===== src/rtl/pong_pkg.sv =====
// Shared definitions for the pong datapath shifter.
// Mode codes, direction codes and the per-bit select used by the cells.
package pong_pkg;

    localparam logic [2:0] MODE_HOLD   = 3'd0;
    localparam logic [2:0] MODE_SHIFT  = 3'd1;
    localparam logic [2:0] MODE_ROTATE = 3'd2;
    localparam logic [2:0] MODE_LOAD   = 3'd3;
    localparam logic [2:0] MODE_BOUNCE = 3'd4;
    localparam logic [2:0] MODE_CLEAR  = 3'd5;

    localparam logic DIR_UP   = 1'b1;
    localparam logic DIR_DOWN = 1'b0;

    typedef enum logic [2:0] {
        SEL_HOLD  = 3'd0,
        SEL_LOWER = 3'd1,
        SEL_UPPER = 3'd2,
        SEL_LOAD  = 3'd3,
        SEL_CLEAR = 3'd4
    } cell_sel_e;

endpackage


===== src/rtl/shift_register_n_cell.sv =====
// One bit of the shifter: next-value mux feeding a
// synchronous-reset flip-flop.
module shift_reg_cell
    import pong_pkg::*;
(
    input  logic      clk,
    input  logic      rst,
    input  cell_sel_e i_sel,
    input  logic      i_lower,
    input  logic      i_upper,
    input  logic      i_load,
    input  logic      i_rst_val,
    output logic      o_q
);

    logic r_q;
    logic w_next;

    // Pick the next bit value from the shared select
    always_comb begin
        w_next = r_q;
        case (i_sel)
            SEL_LOWER: w_next = i_lower;
            SEL_UPPER: w_next = i_upper;
            SEL_LOAD:  w_next = i_load;
            SEL_CLEAR: w_next = 1'b0;
            default:   w_next = r_q;
        endcase
    end

    // Bit storage with synchronous reset to its reset value
    always_ff @(posedge clk) begin
        if (rst) begin
            r_q <= i_rst_val;
        end else begin
            r_q <= w_next;
        end
    end

    assign o_q = r_q;

endmodule


===== src/rtl/shift_register_n.sv =====
// N-bit bidirectional shifter with rotate, load, clear and
// an autonomous bounce walk that reverses at either wall.
module shift_register_n
    import pong_pkg::*;
#(
    parameter int               WIDTH       = 5,
    parameter logic [WIDTH-1:0] RESET_VALUE = '0
) (
    input  logic             clk,
    input  logic             rst,
    input  logic             step,
    input  logic [2:0]       mode,
    input  logic             side,
    input  logic             data,
    input  logic [WIDTH-1:0] load_value,
    output logic [WIDTH-1:0] dataout,
    output logic             serial_out,
    output logic             dir,
    output logic             edge_hit
);

    logic             r_dir;
    logic             r_edge_hit;
    logic [WIDTH-1:0] w_q;
    logic [WIDTH-1:0] w_lower;
    logic [WIDTH-1:0] w_upper;
    cell_sel_e        w_sel;
    logic             w_fill_lo;
    logic             w_fill_hi;
    logic             w_dir_nxt;
    logic             w_hit_nxt;
    logic             w_msb;
    logic             w_lsb;

    assign w_msb = w_q[WIDTH-1];
    assign w_lsb = w_q[0];

    // Decode mode into a shared cell select, fills and bounce state
    always_comb begin
        w_sel     = SEL_HOLD;
        w_fill_lo = data;
        w_fill_hi = data;
        w_dir_nxt = r_dir;
        w_hit_nxt = 1'b0;
        if (step) begin
            case (mode)
                MODE_SHIFT: begin
                    w_sel = side ? SEL_LOWER : SEL_UPPER;
                end
                MODE_ROTATE: begin
                    w_fill_lo = w_msb;
                    w_fill_hi = w_lsb;
                    w_sel     = side ? SEL_LOWER : SEL_UPPER;
                end
                MODE_LOAD: begin
                    w_sel     = SEL_LOAD;
                    w_dir_nxt = side;
                end
                MODE_BOUNCE: begin
                    w_fill_lo = 1'b0;
                    w_fill_hi = 1'b0;
                    if (w_msb && w_lsb) begin
                        w_hit_nxt = 1'b1;
                    end else if (w_q == '0) begin
                        w_sel = SEL_HOLD;
                    end else if (r_dir == DIR_UP) begin
                        if (w_msb) begin
                            w_dir_nxt = DIR_DOWN;
                            w_sel     = SEL_UPPER;
                            w_hit_nxt = 1'b1;
                        end else begin
                            w_sel = SEL_LOWER;
                        end
                    end else begin
                        if (w_lsb) begin
                            w_dir_nxt = DIR_UP;
                            w_sel     = SEL_LOWER;
                            w_hit_nxt = 1'b1;
                        end else begin
                            w_sel = SEL_UPPER;
                        end
                    end
                end
                MODE_CLEAR: begin
                    w_sel = SEL_CLEAR;
                end
                default: begin
                    w_sel = SEL_HOLD;
                end
            endcase
        end
    end

    // Neighbour bits seen by each cell, with the end fills spliced in
    assign w_lower = {w_q[WIDTH-2:0], w_fill_lo};
    assign w_upper = {w_fill_hi, w_q[WIDTH-1:1]};

    genvar gi;
    generate
        for (gi = 0; gi < WIDTH; gi++) begin : g_cell
            shift_reg_cell u_cell (
                .clk       (clk),
                .rst       (rst),
                .i_sel     (w_sel),
                .i_lower   (w_lower[gi]),
                .i_upper   (w_upper[gi]),
                .i_load    (load_value[gi]),
                .i_rst_val (RESET_VALUE[gi]),
                .o_q       (w_q[gi])
            );
        end
    endgenerate

    // Bounce direction and wall-hit pulse registers
    always_ff @(posedge clk) begin
        if (rst) begin
            r_dir      <= DIR_UP;
            r_edge_hit <= 1'b0;
        end else begin
            r_dir      <= w_dir_nxt;
            r_edge_hit <= w_hit_nxt;
        end
    end

    assign dataout    = w_q;
    assign serial_out = side ? w_msb : w_lsb;
    assign dir        = r_dir;
    assign edge_hit   = r_edge_hit;

endmodule


===== config.mk =====
export PLATFORM = sky130hd
export DESIGN_NAME = shift_register_n
export DESIGN_NICKNAME = d
export VERILOG_FILES = /design/src/rtl/pong_pkg.sv /design/src/rtl/shift_register_n_cell.sv /design/src/rtl/shift_register_n.sv
export SDC_FILE = /design/constraint.sdc
export NUM_CORES = 1
export LEC_CHECK = 0
export BUFFER_PORTS_ARGS = -buffer_cell sky130_fd_sc_hd__clkbuf_2
export CORE_ASPECT_RATIO = 0.75
export CORE_MARGIN = 1.5
export CORE_UTILIZATION = 50
export CTS_BUF_LIST = sky130_fd_sc_hd__clkbuf_4
export DETAILED_ROUTE_END_ITERATION = 6
export PLACE_DENSITY = 0.75
export SLEW_MARGIN = 20
export SYNTH_ARGS = -nofsm -noshare
export SYNTH_HDL_FRONTEND = slang
export SYNTH_HIERARCHICAL = 1
export SYNTH_SLANG_ARGS = --single-unit

===== constraint.sdc =====
create_clock -name clk -period 2.5 [get_ports clk]
set_input_delay 0.125 -clock clk [delete_from_list [all_inputs] [get_ports clk]]
set_output_delay 0.125 -clock clk [all_outputs]
set_load 0.005 [all_outputs]

Word level (Yosys, flattened, before mapping)
Index checks and enable logic that the tools add are counted.

Reductions and logical operators: 7. Bitwise gates (word level): 2. Equality and inequality tests: 11. Muxes and demuxes: 28.

Operators with widths (count): one-hot mux 1 bit (4 select lines) (5); == test 3 x 2 -> 1 bit, second input constant (4); two-way mux 1 bit (12); two-way mux 3 bit (4); one-hot mux 3 bit (4 select lines) (1); == test 3 bit, second input constant (3); == test 3 x 1 -> 1 bit, second input constant (2); two-way mux 2 bit (3); one-hot mux 1 bit (2 select lines) (3); zero test 5 bit (1); inequality test 2 bit, second input constant (2); AND reduction 4 bit (1); nonzero test 4 bit (1); OR reduction 3 bit (1); NOT 1 bit (2); nonzero test 2 bit (1); OR reduction 2 bit (1); logical AND 1 bit (1).

Word-level logic and storage cells: 55. Input bits: 13. Output and inout bits: 8. Register bits after elaboration: 7.

Longest topological paths before layout
Gate-level depths: netlist (run 1).

Depth after elaboration: 8. Depth in mapped cells: 7. Depth with buffers taken out: 7.

By module
The synthesis (run 1) kept the hierarchy.

Modules (own cells, without submodules): shift_reg_cell (cells an instance 12, instances 5, area each 105.1 µm²); shift_register_n (cells an instance 48, instances 1, area each 354.1 µm²).

Least setup slack after synthesis (run 1)
OpenSTA, ideal clock, no wires.

Kind: input port to flip-flop. Start point: input port mode[0]. End point: register g_cell[0].u_cell.r_q (data pin). Required time: 2240 ps. Arrival time: 2197 ps. Slack: 44 ps. Stages: 7. Library setup time: 260 ps. Buffers on the path: 1. Cell sequence: buf_6 or3b_4 nor4_4 nor2_1 nor3_1 and4bb_2 o41ai_1.

Longest elaborated chain between the ends: 6. Elaborated cells between the ends (all ways): 15.

RTL lines: from (decl) (RTL line shift_register_n.sv:12) `input logic [2:0] mode,`; == test 3 x 2 -> 1 bit / == test 3 x 1 -> 1 bit (equally long branches) (RTL line shift_register_n.sv:46) `case (mode)`; OR reduction 2 bit (no source line); one-hot mux 3 bit (4 select lines) (*) (RTL line shift_register_n.sv:46); two-way mux 3 bit (*) (RTL line shift_register_n.sv:45) `if (step) begin`; via w_sel[0] (RTL line shift_register_n.sv:27) `cell_sel_e w_sel;`; == test 3 bit, or another cell as far along (RTL line shift_register_n_cell.sv:22) `case (i_sel)`; one-hot mux 1 bit (4 select lines) (*) (RTL line shift_register_n_cell.sv:22); to (signal assigned) (RTL line shift_register_n_cell.sv:34) `r_q <= i_rst_val;`; to (signal assigned) (RTL line shift_register_n_cell.sv:36) `r_q <= w_next;`; to (decl) (RTL line shift_register_n_cell.sv:16) `logic r_q;`.

The timed path passes the listed nets; every way through them passes the cells marked *. A chain may end at the register's enable or synchronous reset.

Worst setup path after layout (run 1)
Start point: register g_cell[0].u_cell.r_q. End point: register g_cell[0].u_cell.r_q (data pin).

Longest elaborated chain between the ends: 8. Elaborated cells between the ends (all ways): 13.

RTL lines: two-way mux 2 bit (RTL line shift_register_n.sv:75) `if (w_lsb) begin`; two-way mux 3 bit (RTL line shift_register_n.sv:66) `end else if (r_dir == DIR_UP) begin`; two-way mux 3 bit (RTL line shift_register_n.sv:64) `end else if (w_q == '0) begin`; two-way mux 3 bit (*) (RTL line shift_register_n.sv:62) `if (w_msb && w_lsb) begin`; one-hot mux 3 bit (4 select lines) (*) (RTL line shift_register_n.sv:46); two-way mux 3 bit (*) (RTL line shift_register_n.sv:45); via w_sel[1] (RTL line shift_register_n.sv:27); == test 3 bit, or another cell as far along (RTL line shift_register_n_cell.sv:22); one-hot mux 1 bit (4 select lines) (*) (RTL line shift_register_n_cell.sv:22).

Marked as above.

==> results of run 1 <==
==> per-layer routing <==
metal	GRT usage, %	vias up
li1	-	483
met5	0	-
met1	33.80	457
met4	4.605	0
met2	38.78	26
met3	8.015	0
==> layout by cell type (no fill, tap or decap), drive strengths merged, types with 2 or more instances in the layout <==
master / n
or3b: 6
a21o: 5
buf: 14
nand2: 8
dfxtp: 2
o21ai: 7
or2b: 5
edfxtp: 5
inv: 7
o31ai: 2
or3: 5
o41ai: 5
nor2: 6
nor3: 4
nor4: 2
nand2b: 4
and4bb: 5
clkbuf: 24
nor2b: 2
conb: 5
a21oi: 14
==> synthesized netlist by cell type, types with 2 or more instances <==
master	number
o21ai_0	7
or3b_1	5
a21oi_1	14
a21o_1	5
o41ai_1	5
buf_4	3
o31ai_1	2
nor2b_1	2
nand2b_1	4
or2b_2	5
nor3_1	4
dfxtp_1	2
or3_1	5
nor4_4	2
nor2_1	6
edfxtp_1	5
nand2_1	8
inv_1	7
and4bb_2	5
==> final cells by class <==
type / count / area [um2] / area share [%]
Inverter: 7 / 26.28 / 2.326
Sequential cell: 7 / 190.2 / 16.83
Tap cell: 21 / 26.28 / 2.326
Multi-Input combinational cell: 94 / 651.9 / 57.70
Clock buffer: 4 / 30.03 / 2.658
Timing Repair Buffer: 34 / 205.2 / 18.16
==> through the flow <==
step | TNS, ps | instances
after CTS | 0 | 167
after floorplan | 0 | 112
final | 0 | 167
after global placement | -233.7 | 163
after global routing | 0 | 167
after detailed placement | -805.4 | 163
==> flip-flops by register name (all words and copies together) (netlist names) <==
signal,count
dir,1
g_cell.u_cell/o_q,5
edge_hit,1
==> power by group through the flow <==
stage	sequential (W)	combinational [W]	clock, W
finish	0.000152	0.000170	0.000114
global route	0.000154	0.000187	0.000127
CTS	0.000152	0.000168	0.000117
detailed placement	0.000155	0.000167	0
global placement	0.000154	0.000162	0
floorplan	0.000161	0.0000888	0
==> cells by family (layout without fill, tap and decap cells) <==
family | count (synthesis) | after routing | share of synthesized area (%)
other | 1 | 5 | 0.4263
muxes | 2 | 2 | 2.418
and+or+nand+nor | 50 | 50 | 41.82
AOI/OAI and AO/OA | 37 | 37 | 26.89
DFF | 7 | 7 | 21.62
buffers and inverters | 11 | 45 | 6.828
==> repair_timing <==
item,in CTS,in global routing
gates resized for setup,1,1
cloned,0,0
setup endpoints to repair,5,4
==> how the worst max path moves through the flow <==
stage / from / endpoint / slack [ps] / cells past startpoint
after detailed placement: g_cell[4].u_cell/o_q$_DFFE_PP_ / g_cell[2].u_cell/o_q$_DFFE_PP_ / -170 / 7
after global routing: g_cell[0].u_cell/o_q$_DFFE_PP_ / g_cell[3].u_cell/o_q$_DFFE_PP_ / 40 / 7
after floorplan: mode[0] / g_cell[0].u_cell/o_q$_DFFE_PP_ / 40 / 7
final: g_cell[0].u_cell/o_q$_DFFE_PP_ / g_cell[0].u_cell/o_q$_DFFE_PP_ / 210 / 7
after CTS: g_cell[4].u_cell/o_q$_DFFE_PP_ / g_cell[2].u_cell/o_q$_DFFE_PP_ / 180 / 7
after global placement: mode[1] / g_cell[1].u_cell/o_q$_DFFE_PP_ / -70 / 7
==> critical path, cell delays in order, from the launching register on <==
cell      delay (ps)
edfxtp_1         460
nor4_4           370
nand2b_1         120
a32oi_1          280
nor2_4           170
buf_4            190
and4bb_2         220
o41ai_1          250
==> out/metrics.csv, run 1 <==
stage,metric,value,unit
sta,fmax,0.4373,GHz
place,dp_slack,-174.3,ps
hold_path,holdPathStages,3,
final_layout,drive_above_1_share,36.30,%
clock_tree,cts_hold_buf,0,
worst_setup_path,worstPathRequired,2550,ps
yosys,synth_area_leaders,"edfxtp_1, a21oi_1, and4bb_2",
floorplanning,core_region_area,1562,um2
yosys,synth_ff_type,edfxtp_1,
power,total_power,0.0004363,W
final_layout,area_growth,28.45,%
yosys,synth_top_area_share,17.07,%
clock_tree,clock_sinks,7,
sta,finalMaxSlewViolations,0,
power,p_seq_share,34.9,%
place,place_congestion,0.7856,
worst_setup_path,critPathMaxFanout,29,
worst_setup_path,r2r_end,g_cell[0].u_cell/o_q$_DFFE_PP_,
yosys,synth_area_per_cell,8.144,um2
sta,slew_headroom,56.55,%
power,power.share.clock,26.1,%
yosys,yosys_warnings,6,
power,comb_power_share,39.0,%
floorplanning,dieArea,2022,um2
routing,dr_total_vias,966,
power,p_sw_share,31.98,%
place,place_hpwl,1.661,mm
worst_setup_path,end_kind,register,
global_routing,grt_pass1_wl,3.539,mm
clock_tree,cts_tree,built,
clock_tree,cts_max_level,1,
floorplanning,std_cell_rows,12,
floorplanning,die_h,39.33,um
sta,setup_viol,0,
routing,met3_wirelength,125,um
floorplanning,fp.dieW,51.43,um
sta,rsz0062_at_grt,false,
global_routing,grt_max_degree,30,
yosys,yosys_register_bits,7,
worst_setup_path,r2r_slack,210,ps
sta,fin_crit_sh,91.47,%
sta,tightest_slew,651.8,ps
yosys,synth_edf_count,5,
routing,wl,2.197,mm
clock_tree,cts_setup_buffers,0,
global_routing,overflow,0,
yosys,synth_async_sr_flop_share,0,%
routing,wl_per_cell,13.16,um
power,peakVddDrop,0.3241,mV
clock_tree,cts_root_buffer,clkbuf_4,
worst_setup_path,arrival,2340,ps
power,p_int,0.0002967,W
power,power_density,386.1,nW/um2
global_routing,grt_use_total,24.83,%
yosys,syn_area,879.6,um2
power,p_switching,0.0001395,W
sta,setup_ws,213.1,ps
final_layout,num_antenna_cells,0,
floorplanning,io_pins,21,
clock_tree,clock_path_buffers,2,
hold_path,min_to,edge_hit$_SDFF_PP0_,
worst_setup_path,r2r_cells,7,
final_layout,final_cell_area,1130,um2
sta,layout_min_cycle_time,2287,ps
clock_tree,path_clk_slew,50,ps
worst_setup_path,reg2reg_from,g_cell[0].u_cell/o_q$_DFFE_PP_,
final_layout,nFillCells,141,
yosys,yosys.area.top_type,edfxtp_1,
hold_path,hold_start,step,
sta,finalHoldViolations,0,
sta,hold_ws,286.7,ps
routing,vias_per_cell,5.784,
routing,highest_layer,met3,
routing,m1WireLength,1.044,mm
yosys,synth.distinct_cells,31,
place,dpl_cell_area,1092,um2
worst_setup_path,path_class,register to register,
power,p_leak,0.4798,nW
routing,wl_met2,1.027,mm
routing,antenna_left,0,
routing,firstDrtPassIters,4,
job,maxCapViolations,0,
hold_path,hp-class,input pin to register,
final_layout,finish.utilization,72.36,%
sta,skew,3.217,ps
clock_tree,cts_buffers,3,
routing,drt_iter0_drc,31,
worst_setup_path,critPathLaunchType,register,
final_layout,nets,160,
yosys,postSynthCellCount,108,
run_status,status,finished clean,
global_routing,grt_antenna_before_repair,0,
yosys,yosysSeqAreaShare,21.62,%
floorplanning,start_util,56.33,%
clock_tree,clkLatencyLatePin,250,ps
global_routing,grt_pass1_vias,795,
routing,drc,0,
place,port_buffers,20,
Note: power is estimated with default switching activity, not from simulation.
==> inputs of run 2 (changes only) <==
--- a/config.mk
+++ b/config.mk
@@ -6,12 +6,11 @@
 export NUM_CORES = 1
 export LEC_CHECK = 0
 export BUFFER_PORTS_ARGS = -buffer_cell sky130_fd_sc_hd__clkbuf_2
-export CORE_ASPECT_RATIO = 0.75
 export CORE_MARGIN = 1.5
-export CORE_UTILIZATION = 50
+export CORE_UTILIZATION = 55
 export CTS_BUF_LIST = sky130_fd_sc_hd__clkbuf_4
 export DETAILED_ROUTE_END_ITERATION = 6
-export PLACE_DENSITY = 0.75
+export PLACE_DENSITY = 0.79
 export SLEW_MARGIN = 20
 export SYNTH_ARGS = -nofsm -noshare
 export SYNTH_HDL_FRONTEND = slang
==> constraint.sdc (replaced) <==
create_clock -name clk -period 2.2 [get_ports clk]
set_input_delay 0.11 -clock clk [delete_from_list [all_inputs] [get_ports clk]]
set_output_delay 0.11 -clock clk [all_outputs]
set_load 0.005 [all_outputs]
==> out/metrics.csv, run 2 (same netlist as run 1, synthesis figures left out) <==
stage,metric,value,unit,change
place,dpl_cell_area,1101,um2,was 1092 um2
clock_tree,cts_tree,built,,unchanged
sta,skew,2.515,ps,was 3.217 ps
clock_tree,cts_hold_buf,0,,unchanged
floorplanning,dieArea,1848,um2,was 2022 um2
clock_tree,clock_path_buffers,2,,unchanged
worst_setup_path,crit_family,simple AND/OR/NAND/NOR gates,,unchanged
power,p_leak,0.5741,nW,was 0.4798 nW
routing,wl,2.992,mm,was 2.197 mm
floorplanning,io_pins,21,,unchanged
worst_setup_path,critPathMaxFanout,7,,was 29
routing,dr_total_vias,1111,,was 966
worst_setup_path,r2r_slack,-90,ps,was 210 ps
clock_tree,cts_max_level,1,,unchanged
worst_setup_path,critPathBufInv,0,,was 1
final_layout,final_cell_area,1334,um2,was 1130 um2
final_layout,final_common_cell,buf_4,,was clkbuf_2
global_routing,grt_antenna_before_repair,0,,unchanged
final_layout,final_cell_mix,"buf_4, clkbuf_2, a21oi_1",,"was clkbuf_2, a21oi_1, buf_4"
floorplanning,die_h,42.99,um,was 39.33 um
worst_setup_path,crit_slowest_cell,edfxtp_1,,unchanged
clock_tree,cts_buffers,3,,unchanged
global_routing,grt_pass1_wl,4.071,mm,was 3.539 mm
power,power_density,438.3,nW/um2,was 386.1 nW/um2
run_status,status,finished with violations,,was finished clean
hold_path,hp-class,input pin to register,,unchanged
place,place_hpwl,1.578,mm,was 1.661 mm
final_layout,drive_above_1_share,49.06,%,was 36.30%
clock_tree,cts_root_buffer,clkbuf_4,,unchanged
routing,vias_per_cell,6.349,,was 5.784
worst_setup_path,cp_cell_sequence,nand2b_1 > nor2b_1 > a32oi_4 > nor2_4 > or3b_1 > a21oi_2 > o41ai_2,,was nor4_4 > nand2b_1 > a32oi_1 > nor2_4 > buf_4 > and4bb_2 > o41ai_1
place,place_congestion,0.8043,,was 0.7856
final_layout,num_antenna_cells,0,,unchanged
routing,wl_per_cell,17.10,um,was 13.16 um
sta,fin_crit_sh,104.1,%,was 91.47%
floorplanning,start_util,58.39,%,was 56.33%
floorplanning,core_region_area,1506,um2,was 1562 um2
sta,tightest_slew,894.9,ps,was 651.8 ps
global_routing,grt_max_degree,31,,was 30
sta,setup_ws,-90.62,ps,was 213.1 ps
worst_setup_path,arrival,2320,ps,was 2340 ps
run_status,violations,setup timing,,
sta,final.setup.tns,-802.7,ps,was 0 ps
clock_tree,clkLatencyLatePin,290,ps,was 250 ps
sta,layout_min_cycle_time,2291,ps,was 2287 ps
job,maxCapViolations,0,,unchanged
final_layout,largest_reg_flops,5,,unchanged
power,peakVddDrop,0.3600,mV,was 0.3241 mV
sta,rsz0062_at_grt,true,,was false
sta,hold_ws,207.9,ps,was 286.7 ps
global_routing,grt_pass1_vias,869,,was 795
worst_setup_path,worstPathRequired,2230,ps,was 2550 ps
sta,finalHoldViolations,0,,unchanged
routing,drc,0,,unchanged
clock_tree,clock_sinks,7,,unchanged
sta,slew_headroom,39.98,%,was 56.55%
clock_tree,path_clk_slew,60,ps,was 50 ps
routing,drt_iter0_drc,72,,was 31
power,total_power,0.0005846,W,was 0.0004363 W
sta,finalMaxSlewViolations,0,,unchanged
global_routing,overflow,0,,unchanged
floorplanning,std_cell_rows,14,,was 12
routing,antenna_left,0,,unchanged
final_layout,area_growth,51.64,%,was 28.45%
global_routing,grt_use_total,28.32,%,was 24.83%
place,port_buffers,20,,unchanged
floorplanning,fp.dieW,42.99,um,was 51.43 um
worst_setup_path,end_kind,register,,unchanged
worst_setup_path,path_class,register to register,,unchanged
sta,fmax,0.4366,GHz,was 0.4373 GHz
worst_setup_path,slowest_delay,410,ps,was 460 ps
routing,firstDrtPassIters,4,,unchanged
worst_setup_path,critPathLaunchType,register,,unchanged
sta,setup_viol,10,,was 0
final_layout,nets,173,,was 160
## run 2: changes by cell type in the layout (fill, tap and decap cells not counted), moves of 2 or more
cell | previous run | this run
or2b_4 | 0 | 5
o41ai_2 | 0 | 4
buf_4 | 14 | 22
or2b_2 | 5 | 0
o41ai_1 | 5 | 1
nor2_4 | 1 | 3
buf_6 | 0 | 2
nor3_1 | 4 | 2
a21oi_1 | 14 | 10
nor3_2 | 0 | 2
a21oi_2 | 0 | 3
## run 2: cell type report
class                           count  area (um2)
Clock buffer                        4       30.03
Fill cell                          71       172.7
Inverter                            7       26.28
Multi-Input combinational cell     97       779.5
Sequential cell                     7       190.2
Tap cell                           16       20.02
Timing Repair Buffer               44       287.8
## run 2: metal layers
| metal | part of all wire (%) | GRT usage, % |
|---|---|---|
| met1 | 40 | 41.41 |
| met2 | 48 | 43.64 |
| met3 | 10 | 5.532 |
| met4 | 2.2 | 4.848 |
| met5 | 0 | 0 |
## run 2: through the flow
step	setup WS [ps]	cells	utilization [%]
after CTS	23.50	164	77.24
after global routing	-217.2	175	88.54
after floorplan	34.77	112	-
after detailed placement	-171.7	159	73.09
final	-90.62	175	88.54
after global placement	-48.59	159	73.09
## run 2: path summary, 6_finish.rpt
| path | start | endpoint | cells past startpoint |
|---|---|---|---|
| setup / recovery | g_cell[4].u_cell/o_q$_DFFE_PP_ | g_cell[4].u_cell/o_q$_DFFE_PP_ | 7 |
| hold reg to reg | dir$_SDFFE_PP1P_ | dir$_SDFFE_PP1P_ | 3 |
| hold / removal | side | dir$_SDFFE_PP1P_ | 3 |
| setup reg to reg | g_cell[4].u_cell/o_q$_DFFE_PP_ | g_cell[4].u_cell/o_q$_DFFE_PP_ | 7 |
## run 2: power by group
part           switching [W]  leakage, nW  internal (W)
sequential         0.0000164       0.0673      0.000159
combinational       0.000129        0.488      0.000127
clock              0.0000704       0.0184     0.0000828
## run 2: repair_timing
| item | 4_1_cts | 5_1_grt |
|---|---|---|
| cloned | 0 | 3 |
| gates resized for setup | 4 | 19 |
| setup buffers | 1 | 8 |
| pin swaps | 3 | 10 |
| setup endpoints to repair | 6 | 10 |
## run 2: worst min-delay path: stages
cell and delay [ps]:
clkbuf_2 150, a211oi_1 80, mux2i_1 110
==> inputs of run 3 (changes only) <==
==> constraint.sdc (replaced) <==
create_clock -name clk -period 2.2 [get_ports clk]
set_input_delay 0.11 -clock clk [delete_from_list [all_inputs] [get_ports clk]]
set_output_delay 0.11 -clock clk [all_outputs]
set_load 0.1 [all_outputs]
==> out/metrics.csv, run 3 (same netlist as run 1, synthesis figures left out) <==
stage,metric,value,unit,change
sta,setup_ws,46.17,ps,was -90.62 ps
routing,vias_per_cell,6.068,,was 6.349
worst_setup_path,arrival,2190,ps,was 2320 ps
run_status,status,finished clean,,was finished with violations
global_routing,grt_use_total,27.50,%,was 28.32%
global_routing,grt_pass1_vias,868,,was 869
worst_setup_path,path_class,register to register,,unchanged
worst_setup_path,critPathMaxFanout,10,,was 7
clock_tree,cts_tree,built,,unchanged
clock_tree,clock_sinks,7,,unchanged
routing,antenna_left,0,,unchanged
sta,layout_min_cycle_time,2154,ps,was 2291 ps
sta,finalMaxSlewViolations,0,,unchanged
global_routing,grt_busiest_layer,met2,,unchanged
final_layout,final_common_cell,clkbuf_2,,was buf_4
global_routing,overflow,0,,unchanged
clock_tree,clkLatencyLatePin,250,ps,was 290 ps
place,place_congestion,0.8003,,was 0.8043
sta,setup_viol,0,,was 10
sta,tightest_slew,540.9,ps,was 894.9 ps
global_routing,met1_usage,38.74,%,was 41.41%
final_layout,drive_above_1_share,39.31,%,was 49.06%
final_layout,finish.utilization,77.16,%,was 88.54%
power,total_power,0.0006234,W,was 0.0005846 W
routing,dr_total_vias,977,,was 1111
global_routing,grt_antenna_before_repair,0,,unchanged
final_layout,final_cell_area,1162,um2,was 1334 um2
clock_tree,cts_buffers,3,,unchanged
sta,fmax,0.4643,GHz,was 0.4366 GHz
worst_setup_path,worstPathRequired,2230,ps,about the same
floorplanning,fp.dieW,42.99,um,unchanged
hold_path,hp-class,input pin to register,,unchanged
clock_tree,cts_max_level,1,,unchanged
sta,finalHoldViolations,0,,unchanged
routing,drt_iter0_drc,17,,was 72
place,dpl_cell_area,1087,um2,was 1101 um2
floorplanning,io_pins,21,,unchanged
sta,slew_headroom,64.10,%,was 39.98%
floorplanning,die_h,42.99,um,unchanged
power,p_leak,0.4803,nW,was 0.5741 nW
routing,wl,2.396,mm,was 2.992 mm
worst_setup_path,critPathLaunchType,register,,unchanged
place,dp_slack,-5.831,ps,was -171.7 ps
global_routing,met3_usage,7.234,%,was 5.532%
global_routing,grt_max_degree,31,,unchanged
job,maxCapViolations,0,,unchanged
sta,rsz0062_at_grt,true,,unchanged
sta,fin_crit_sh,97.90,%,was 104.1%
final_layout,nets,159,,was 173
global_routing,use_met2,43.94,%,was 43.64%
clock_tree,cts_setup_buffers,0,,was 1
floorplanning,std_cell_rows,14,,unchanged
place,place_hpwl,1.524,mm,was 1.578 mm
place,port_buffers,20,,unchanged
final_layout,area_growth,32.15,%,was 51.64%
floorplanning,start_util,58.39,%,unchanged
final_layout,num_antenna_cells,0,,unchanged
power,power_density,536.3,nW/um2,was 438.3 nW/um2
clock_tree,clock_path_buffers,2,,unchanged
floorplanning,dieArea,1848,um2,unchanged
clock_tree,cts_root_buffer,clkbuf_4,,unchanged
routing,drc,0,,unchanged
sta,final.setup.tns,0,ps,was -802.7 ps
clock_tree,path_clk_slew,50,ps,was 60 ps
final_layout,final_cell_mix,"clkbuf_2, a21oi_1, nand2_1, buf_4",,"was buf_4, clkbuf_2, a21oi_1"
floorplanning,core_region_area,1506,um2,unchanged
sta,skew,2.361,ps,was 2.515 ps
final_layout,largest_reg_flops,5,,unchanged
routing,wl_per_cell,14.88,um,was 17.10 um
routing,firstDrtPassIters,4,,unchanged
global_routing,grt_pass1_wl,3.905,mm,was 4.071 mm
power,peakVddDrop,0.5399,mV,was 0.3600 mV
worst_setup_path,end_kind,register,,unchanged
[run 3: cell types whose count changed in the layout (fill, tap and decap cells not counted), sizes merged]
cell and change:
buf -13, nor2 -2, clkbuf +1
[run 3: power by group]
group / switching, W / leakage (nW) / internal [W] / total [W]
registers: 0.0000137 / 0.0673 / 0.000159 / 0.000173
clock network: 0.0000481 / 0.0184 / 0.0000816 / 0.000130
logic: 0.000222 / 0.395 / 0.0000984 / 0.000321
total: 0.000284 / 0.480 / 0.000339 / 0.000623
[run 3: layout make-up]
class | count | area (um2)
repair buffers | 32 | 195.2
inverters | 7 | 26.28
clock buffers | 4 | 30.03
well taps | 16 | 20.02
flip-flops and latches | 7 | 190.2
multi-input cells | 95 | 700.7
fillers | 110 | 344.1
[run 3: metrics by stage]
step,hold WS [ps],std cells
floorplan,199.7,112
global placement,494.3,154
detailed placement,509.4,154
CTS,250.4,159
global route,294.6,161
finish,251.9,161
[run 3: routing by layer]
metal | share of wire, % | routed length (um)
met1 | 46 | 1096
met2 | 50 | 1194
met3 | 4.0 | 97
met4 | 0.29 | 7
met5 | 0 | 0
[run 3: worst max-delay path, stage by stage (launching register included)]
cell and delay, ps:
edfxtp_1 400, buf_4 190, nor4_4 320, nor3_2 90, nor3_4 230, clkbuf_4 240, a21oi_1 60, o41ai_1 390
[run 3: worst paths after layout]
kind	from	endpoint	slack, ps	cells past startpoint
worst max-delay path	g_cell[4].u_cell/o_q$_DFFE_PP_	g_cell[0].u_cell/o_q$_DFFE_PP_	50	7
worst min register to register	dir$_SDFFE_PP1P_	edge_hit$_SDFF_PP0_	570	2
worst min-delay path	step	edge_hit$_SDFF_PP0_	250	3
worst max register to register	g_cell[4].u_cell/o_q$_DFFE_PP_	g_cell[0].u_cell/o_q$_DFFE_PP_	50	7
[run 3: what timing repair did]
item | CTS | global route
gates cloned | 1 | 2
setup endpoints to repair | 1 | 10
pin swaps | 1 | 0
hold buffers | 0 | 0
gates resized for setup | 0 | 6
